File: src/rtl/branch_predictor.sv
// Dynamic branch predictor. A direct-mapped table of 2-bit saturating
// counters and a branch target buffer is looked up by the IF stage and
// trained by branches resolved in ID. ID also gets a same-cycle
// mispredict flag and redirect PC. Saturating branch and mispredict
// statistics are kept for the debug port.
module branch_predictor #(
    parameter int ENTRIES = 16,
    parameter int IDX_W   = $clog2(ENTRIES),
    parameter int TAG_W   = 30 - IDX_W,
    parameter int STAT_W  = 16
) (
    input  logic              clock,
    input  logic              reset,
    input  logic              dyn_mode,
    input  logic              tbl_flush,
    input  logic [31:0]       IF_pc,
    input  logic              IF_isBranch,
    output logic              predict_hit,
    output logic              predict_taken,
    output logic [31:0]       predict_target,
    input  logic              ID_upd_valid,
    input  logic [31:0]       ID_pc,
    input  logic              ID_taken,
    input  logic [31:0]       ID_target,
    input  logic              ID_pred_taken,
    input  logic [31:0]       ID_pred_target,
    output logic              mispredict,
    output logic [31:0]       redirect_pc,
    output logic [STAT_W-1:0] branch_count,
    output logic [STAT_W-1:0] miss_count
);

    // Table storage: one entry per index.
    logic             valid_q [ENTRIES];
    logic [TAG_W-1:0] tag_q   [ENTRIES];
    logic [1:0]       ctr_q   [ENTRIES];
    logic [31:0]      tgt_q   [ENTRIES];

    logic [STAT_W-1:0] branch_q, branch_d;
    logic [STAT_W-1:0] miss_q, miss_d;

    // Word-aligned PCs: the two low bits never take part in indexing.
    logic [3:0] unused_pc_bits;
    assign unused_pc_bits = {IF_pc[1:0], ID_pc[1:0]};

    logic [IDX_W-1:0] if_idx, id_idx;
    logic [TAG_W-1:0] if_tag, id_tag;
    assign if_idx = IF_pc[IDX_W+1:2];
    assign if_tag = IF_pc[31:IDX_W+2];
    assign id_idx = ID_pc[IDX_W+1:2];
    assign id_tag = ID_pc[31:IDX_W+2];

    logic       if_hit;
    logic       id_hit;
    logic       train;
    logic       alloc;
    logic [1:0] ctr_d;

    // IF lookup from registered table state; forced quiet while in reset.
    always_comb begin
        if_hit         = reset && valid_q[if_idx] && (tag_q[if_idx] == if_tag);
        predict_hit    = if_hit;
        predict_taken  = if_hit && ctr_q[if_idx][1] && dyn_mode && IF_isBranch;
        predict_target = predict_taken ? tgt_q[if_idx] : 32'd0;
    end

    // ID resolution: redirect whenever direction or taken target was wrong.
    always_comb begin
        mispredict  = ID_upd_valid &&
                      ((ID_taken != ID_pred_taken) ||
                       (ID_taken && (ID_target != ID_pred_target)));
        redirect_pc = ID_taken ? ID_target : (ID_pc + 32'd4);
    end

    // Next state of the ID entry: train on a hit, allocate on a taken miss
    // (a same-cycle flush suppresses the allocation).
    always_comb begin
        id_hit = valid_q[id_idx] && (tag_q[id_idx] == id_tag);
        train  = ID_upd_valid && id_hit;
        alloc  = ID_upd_valid && !id_hit && ID_taken && !tbl_flush;
        ctr_d  = ctr_q[id_idx];
        if (ID_taken) begin
            if (ctr_q[id_idx] != 2'b11) ctr_d = ctr_q[id_idx] + 2'd1;
        end else begin
            if (ctr_q[id_idx] != 2'b00) ctr_d = ctr_q[id_idx] - 2'd1;
        end
    end

    // Table register: async reset to invalid/weakly-not-taken, flush clears valids.
    always_ff @(posedge clock or negedge reset) begin
        if (!reset) begin
            for (int i = 0; i < ENTRIES; i++) begin
                valid_q[i] <= 1'b0;
                tag_q[i]   <= '0;
                ctr_q[i]   <= 2'b01;
                tgt_q[i]   <= 32'd0;
            end
        end else begin
            if (tbl_flush) begin
                for (int i = 0; i < ENTRIES; i++) begin
                    valid_q[i] <= 1'b0;
                end
            end
            if (train) begin
                ctr_q[id_idx] <= ctr_d;
                if (ID_taken) tgt_q[id_idx] <= ID_target;
            end else if (alloc) begin
                valid_q[id_idx] <= 1'b1;
                tag_q[id_idx]   <= id_tag;
                ctr_q[id_idx]   <= 2'b10;
                tgt_q[id_idx]   <= ID_target;
            end
        end
    end

    // Saturating statistics next state.
    always_comb begin
        branch_d = branch_q;
        miss_d   = miss_q;
        if (ID_upd_valid) begin
            if (!(&branch_q))           branch_d = branch_q + STAT_W'(1);
            if (mispredict && !(&miss_q)) miss_d = miss_q + STAT_W'(1);
        end
    end

    // Statistics registers.
    always_ff @(posedge clock or negedge reset) begin
        if (!reset) begin
            branch_q <= '0;
            miss_q   <= '0;
        end else begin
            branch_q <= branch_d;
            miss_q   <= miss_d;
        end
    end

    assign branch_count = branch_q;
    assign miss_count   = miss_q;

endmodule

File: config.mk
export PLATFORM = sky130hd
export DESIGN_NAME = branch_predictor
export DESIGN_NICKNAME = d
export VERILOG_FILES = /design/src/rtl/branch_predictor.sv
export SDC_FILE = /design/constraint.sdc
export NUM_CORES = 2
export LEC_CHECK = 0
export CAP_MARGIN = 5
export CELL_PAD_IN_SITES_DETAIL_PLACEMENT = 1
export CELL_PAD_IN_SITES_GLOBAL_PLACEMENT = 2
export CORE_MARGIN = 3
export CORE_UTILIZATION = 45
export CTS_BUF_LIST = sky130_fd_sc_hd__clkbuf_8 sky130_fd_sc_hd__clkbuf_16
export DETAILED_ROUTE_END_ITERATION = 12
export GPL_TIMING_DRIVEN = 0
export PLACE_DENSITY_LB_ADDON = 0.1
export SLEW_MARGIN = 20
export SYNTH_ARGS = -nofsm -noshare
export SYNTH_HDL_FRONTEND = slang
export SYNTH_SLANG_ARGS = --single-unit
File: constraint.sdc
create_clock -name clock -period 7.25 [get_ports clock]
set_clock_uncertainty 0.05 [all_clocks]
set_input_delay 1.45 -clock clock [delete_from_list [all_inputs] [get_ports clock]]
set_output_delay 1.45 -clock clock [all_outputs]
set_load 0.02 [all_outputs]
Yosys cells after proc, flatten, opt, wreduce, memory -nomap -nowiden. Index checks and enable logic that the tools add are counted.

Add/subtract/negate cells: 5. Multipliers: 0. Divide/modulo/power cells: 0. $lt $le $gt $ge: 3. Equal/unequal tests: 6. Shift operators: 0. Mux-type cells: 45. Bitwise logic cells: 8. Reduce and logical (&&, ||, !) cells: 26.

Operators by type and width (number): 512-bit 2-to-1 mux (3); 512-bit bitwise mux (1); 416-bit bitwise mux (1); 32-bit 2-to-1 mux (7); 26-bit binary-select mux with 4-bit select (2); 26-bit 2-to-1 mux (5); 32-bit binary-select mux with 4-bit select (1); 32-bit demux with 4-bit select (1); 26-bit demux with 4-bit select (1); 26-bit == test (2); 16-bit 2-to-1 mux (3); 16-bit by 1-bit adder with 16-bit output, second input constant (2); 32-bit by 3-bit adder with 32-bit output, second input constant (1); 32-bit bitwise mux (1); 32-bit != test (1); 16-bit bitwise OR (2); 16-bit AND reduction (2); 16-bit AND (1); 2-bit binary-select mux with 4-bit select (2); 2-bit 2-to-1 mux (8); 16-bit NOT (1); 1-bit logical AND (14); 5-bit >= comparator, second input constant (2); 4-bit NOT with 5-bit output (2); other kinds (14) (27).

Bits in registers: 1008. Bits in latches: 0. Memory bits (writable): 0. ROM bits: 0. Input port bits: 136. Output and inout port bits: 99. Word-level logic and storage cells: 159. Memories kept: 0.

Depth between registers and ports, before layout.
Depth in word-level cells: 12. Depth in mapped cells: 18. Mapped depth without buffers: 9.

Worst setup path after synthesis. Ideal clock, no wire load.

Path type: input -> output. Start: input IF_pc[2]. End: output predict_target[10]. Data arrival time: 5.111 ns. Required time: 5.750 ns. Slack: 0.639 ns. Cell stages on the path: 11. Path buffers: 4. Path through: clkbuf_1 > buf_2 > buf_1 > mux4_2 > mux4_2 > xnor2_1 > nand4_1 > or4_1 > or2_2 > clkbuf_1 > nor2b_1.

Longest elaborated chain between the ends: 10. Elaborated cells on any way between the ends: 20. Classes of those cells: eq/ne: 1; mux: 13; bitwise: 1; reduce/logical: 5.

Ends and longest elaborated chain: start: declaration (line 16) `input logic [31:0] IF_pc,`; 4-bit NOT with 5-bit output (not written as such) * (line 61, 63, 64); 26-bit binary-select mux with 4-bit select / 1-bit binary-select mux with 4-bit select (equally long branches) (line 61) `if_hit = reset && valid_q[if_idx] && (tag_q[if_idx] == if_tag);`; 26-bit 2-to-1 mux (not written as such) / 1-bit 2-to-1 mux (equally long branches) (2 in series) (line 61); 26-bit == test / 1-bit logical AND (equally long branches) (line 61); 1-bit logical AND (line 61); 1-bit logical AND (3 in series) (line 63) `predict_taken = if_hit && ctr_q[if_idx][1] && dyn_mode && IF_isBranch;`; 32-bit 2-to-1 mux * (line 64) `predict_target = predict_taken ? tgt_q[if_idx] : 32'd0;`; end: declaration (line 20) `output logic [31:0] predict_target,`.

Every way passes the cells marked *; elsewhere a longest branch is shown, timed or not. The select of a mux whose other input is x is not followed.

Worst setup path after layout.
Start: input IF_pc[3]. End: output predict_target[21].

The elaborated chain is that of the path after synthesis.

==> report_table.html <==
<table>
<tr><th>Metric</th><th>Value</th></tr>
<tr><th colspan="2">Outcome</th></tr>
<tr><td>Run status</td><td>finished, violations left</td></tr>
<tr><td>Violated checks</td><td>negative setup slack</td></tr>
<tr><th colspan="2">Detailed routing</th></tr>
<tr><td>Number of vias after detailed routing</td><td>35360</td></tr>
<tr><td>Post-route ant nets</td><td>0</td></tr>
<tr><td>Initial DRT Pass Iterations</td><td>8</td></tr>
<tr><td>Wire length per cell</td><td>35.14 um</td></tr>
<tr><td>Residual DRC</td><td>0</td></tr>
<tr><td>Ratio of routed vias to standard cells</td><td>6.355</td></tr>
<tr><td>DR iter-0 viols</td><td>3105</td></tr>
<tr><td>Final Routed Wirelength</td><td>195500 um</td></tr>
<tr><th colspan="2">Synth</th></tr>
<tr><td>EDFF count, synth</td><td>0</td></tr>
<tr><td>Yosys top cell by area</td><td>dfrtp_1</td></tr>
<tr><td>Yosys warning total</td><td>0</td></tr>
<tr><td>Largest cells by area after synthesis</td><td>dfrtp_1, mux2_2, mux4_2, mux2i_1, clkbuf_1</td></tr>
<tr><td>Total of flip-flops plus latches after synthesis</td><td>1008</td></tr>
<tr><td>Synth top area share</td><td>47.21%</td></tr>
<tr><td>Seq/Total Area, Yosys</td><td>48.00%</td></tr>
<tr><td>Mapped Nets</td><td>3773</td></tr>
<tr><td>Cells after synthesis</td><td>3631</td></tr>
<tr><td>Primary flip-flop cell chosen by synthesis mapping</td><td>dfrtp_1</td></tr>
<tr><td>Synthesized cell area</td><td>0.05259 mm^2</td></tr>
<tr><td>Avg Cell Area, Syn</td><td>14.48 um^2</td></tr>
<tr><td>Number of different library cells in the post-synthesis netlist</td><td>71</td></tr>
<tr><td>Share of flip-flops with an asynchronous set or reset after synthesis</td><td>100.0%</td></tr>
<tr><th colspan="2">Floorplanning</th></tr>
<tr><td>Count of boundary I/O pins</td><td>235</td></tr>
<tr><td>Die height</td><td>347.8 um</td></tr>
<tr><td>Die Outline Area</td><td>0.1210 mm^2</td></tr>
<tr><td>Core area</td><td>0.1151 mm^2</td></tr>
<tr><td>Number of rows created at floorplan</td><td>124</td></tr>
<tr><td>Floorplan die width</td><td>347.8 um</td></tr>
<tr><td>Effective utilization at floorplan</td><td>45.68%</td></tr>
<tr><th colspan="2">Finish</th></tr>
<tr><td>Area added between synthesis and finish</td><td>16.19%</td></tr>
<tr><td>Most common library cell in the layout ignoring fill and taps</td><td>dfrtp_1</td></tr>
<tr><td>Most frequent cells in the layout</td><td>dfrtp_1, mux2_2, mux4_2, clkbuf_1</td></tr>
<tr><td>Final std cell area, no fill</td><td>0.06110 mm^2</td></tr>
<tr><td>Layout Nets</td><td>4097</td></tr>
<tr><td>Number of fillers in the final layout</td><td>11100</td></tr>
<tr><td>Share of layout cells above drive strength 1</td><td>42.77%</td></tr>
<tr><th colspan="2">Clocking</th></tr>
<tr><td>Deepest level of the CTS H-tree</td><td>3</td></tr>
<tr><td>Buffer depth of the longest clock path</td><td>3</td></tr>
<tr><td>Total clock buffers created by CTS</td><td>113</td></tr>
<tr><td>TritonCTS clock tree</td><td>done</td></tr>
<tr><td>Number of sinks handled by clock tree synthesis</td><td>1008</td></tr>
<tr><td>Insertion delay of the later-clocked pin in the worst-skew pair</td><td>730 ps</td></tr>
<tr><td>CTS clock-pin slew for the worst setup and hold paths</td><td>60 ps</td></tr>
<tr><td>Clock root buffer</td><td>clkbuf_16</td></tr>
<tr><th colspan="2">STA</th></tr>
<tr><td>Sum of negative setup slack</td><td>-21.01 ps</td></tr>
<tr><td>Fraction of the cycle the final worst path needs</td><td>100.3%</td></tr>
<tr><td>Slew @ Worst Pin</td><td>1190 ps</td></tr>
<tr><td>Min Tclk post-route</td><td>7271 ps</td></tr>
<tr><td>Final setup violation count</td><td>1</td></tr>
<tr><td>Unrepaired setup endpoints after global routing</td><td>true</td></tr>
<tr><td>Max Transition Viols Final</td><td>0</td></tr>
<tr><td>Highest achievable clock rate</td><td>137.5 MHz</td></tr>
<tr><td>Setup WS post-layout</td><td>-21.01 ps</td></tr>
<tr><td>Count of final hold-check violations</td><td>0</td></tr>
<tr><td>Relative slew margins</td><td>20.68%</td></tr>
<tr><th colspan="2">Global route</th></tr>
<tr><td>Vias in the first global route</td><td>37330</td></tr>
<tr><td>Initial antenna violation count</td><td>3</td></tr>
<tr><td>Pin count of the biggest net entering global routing</td><td>139</td></tr>
<tr><td>Wire length of the first global-routing pass</td><td>278200 um</td></tr>
<tr><td>Gr ovfl total</td><td>0</td></tr>
<tr><td>Aggregate global-route resource usage</td><td>32.13%</td></tr>
<tr><th colspan="2">Setup path</th></tr>
<tr><td>Type of destination of the critical path</td><td>output port</td></tr>
<tr><td>Worst reg2reg path startpoint</td><td>tag_q[145]$_DFFE_PN0P_</td></tr>
<tr><td>Setup CP Type</td><td>input pin to output port</td></tr>
<tr><td>Required time worst endpoint</td><td>5750 ps</td></tr>
<tr><td>Startpoint of the worst setup timing path</td><td>IF_pc[3]</td></tr>
<tr><td>Crit start category</td><td>input pin</td></tr>
<tr><td>Data arrival at the endpoint of the critical path</td><td>5770 ps</td></tr>
<tr><td>CP max FO</td><td>10</td></tr>
<tr><th colspan="2">Placed design</th></tr>
<tr><td>Routability-driven placement congestion ratio</td><td>0.9592</td></tr>
<tr><td>Total half-perimeter wirelength after legalization and detailed placement</td><td>136300 um</td></tr>
<tr><td>Pre-CTS WS</td><td>-2712 ps</td></tr>
<tr><td>Cell Area, Placed</td><td>0.05682 mm^2</td></tr>
<tr><td>IO Port Bufs</td><td>189</td></tr>
<tr><th colspan="2">Flow run</th></tr>
<tr><td>Total of max-cap violations</td><td>0</td></tr>
<tr><th colspan="2">Pwr</th></tr>
<tr><td>Leakage dissipation</td><td>27.53 nW</td></tr>
<tr><td>IR drop worst, VDD</td><td>0.2199 mV</td></tr>
<tr><td>Power density over the cells</td><td>254.6 mW/mm^2</td></tr>
<tr><th colspan="2">Min path</th></tr>
<tr><td>Hold path startpoint</td><td>tgt_q[293]$_DFFE_PN0P_</td></tr>
<tr><td>Hold Crit Class</td><td>flop to flop</td></tr>
</table>
state kept, by name, summed over array words and instances, names as in the netlist:
name          cells
branch_count     16
ctr_q            32
miss_count       16
tag_q           416
tgt_q           512
valid_q          16
per-layer routing:
metal | vias up | track usage, % | part of all wire, %
li1 | 14330 | - | -
met1 | 19170 | 41.74 | 41
met2 | 1413 | 52.90 | 48
met3 | 437 | 5.361 | 6.0
met5 | - | 0 | 0.0061
met4 | 2 | 15.14 | 5.7
cells by family after synthesis:
family	Yosys count	share of synthesized area (%)
AND/OR/NAND/NOR	417	4.635
AO/OA/AOI/OAI	232	2.924
flip-flops	1008	48.00
XOR/XNOR	140	2.332
multiplexers	1460	38.47
adder cells (fa/ha/maj)	6	0.1428
buffers and inverters	368	3.488
repair_timing:
item | CTS | global route
buffers inserted | 2 | 4
resized for setup | 156 | 20
endpoints found under the setup margin | 168 | 186
pin swaps | 5 | 1
hold buffers | 0 | 0
worst paths after layout:
check	slack, ps	to	cells after the start
max	-20	predict_target[21]	13
min	440	tgt_q[293]$_DFFE_PN0P_	1
max reg2reg	2340	tag_q[145]$_DFFE_PN0P_	11
min reg2reg	440	tgt_q[293]$_DFFE_PN0P_	1
max in group asynchronous	4480	tag_q[388]$_DFFE_PN0P_	4
min in group asynchronous	560	tgt_q[68]$_DFFE_PN0P_	1
cell type report:
| cell class | count | area, um^2 | share of cell area [%] |
|---|---|---|---|
| antenna | 2 | 5.005 | 0.008191 |
| buffer | 351 | 2008 | 3.287 |
| clock buffer | 138 | 3183 | 5.209 |
| clock inverter | 72 | 676.9 | 1.108 |
| inverter | 15 | 56.30 | 0.09215 |
| multi-input combinational | 2255 | 25790 | 42.21 |
| sequential | 1008 | 25240 | 41.32 |
| tap | 1512 | 1892 | 3.096 |
| timing repair buffer | 211 | 2245 | 3.674 |
worst max-delay path, stage by stage:
cell             delay (ps)
clkbuf_2                370
clkbuf_8                370
buf_4                   380
mux2i_1                 130
mux2i_1                 520
xor2_1                  220
nor4_4                  300
nand4_1                 140
or4_4                   680
or2_4                   370
clkbuf_4                250
nor2b_2                 230
clkdlybuf4s15_1         330
through the flow:
stage | hold WS, ps | power [mW] | utilization [%] | cells
after CTS | 443.4 | 15.62 | 52.99 | 5557
after detailed placement | 429.8 | 9.591 | 49.36 | 5347
after global routing | 456.6 | 16.13 | 53.07 | 5562
after global placement | 417.7 | 9.524 | 48.97 | 5332
final | 438.5 | 15.56 | 53.08 | 5564
after floorplan | 408.7 | 8.495 | - | 3631
synth_stat cells (all sizes together), types with 31 or more instances:
library cell	instances
xor2	80
nor2b	44
nand3	50
clkbuf	192
dfrtp	992
o21ai	75
nor2	32
buf	161
nand2	109
a22oi	31
xnor2	60
nor4	36
mux4	347
mux2	963
mux2i	150
nor3	46
where the power goes:
group / switching (mW) / internal (mW) / total [mW]
combinational: 1.30 / 1.39 / 2.70
clock: 2.50 / 3.50 / 6.00
sequential: 0.510 / 6.35 / 6.86
total: 4.31 / 11.2 / 15.6
Note: power is estimated with default switching activity, not from simulation.
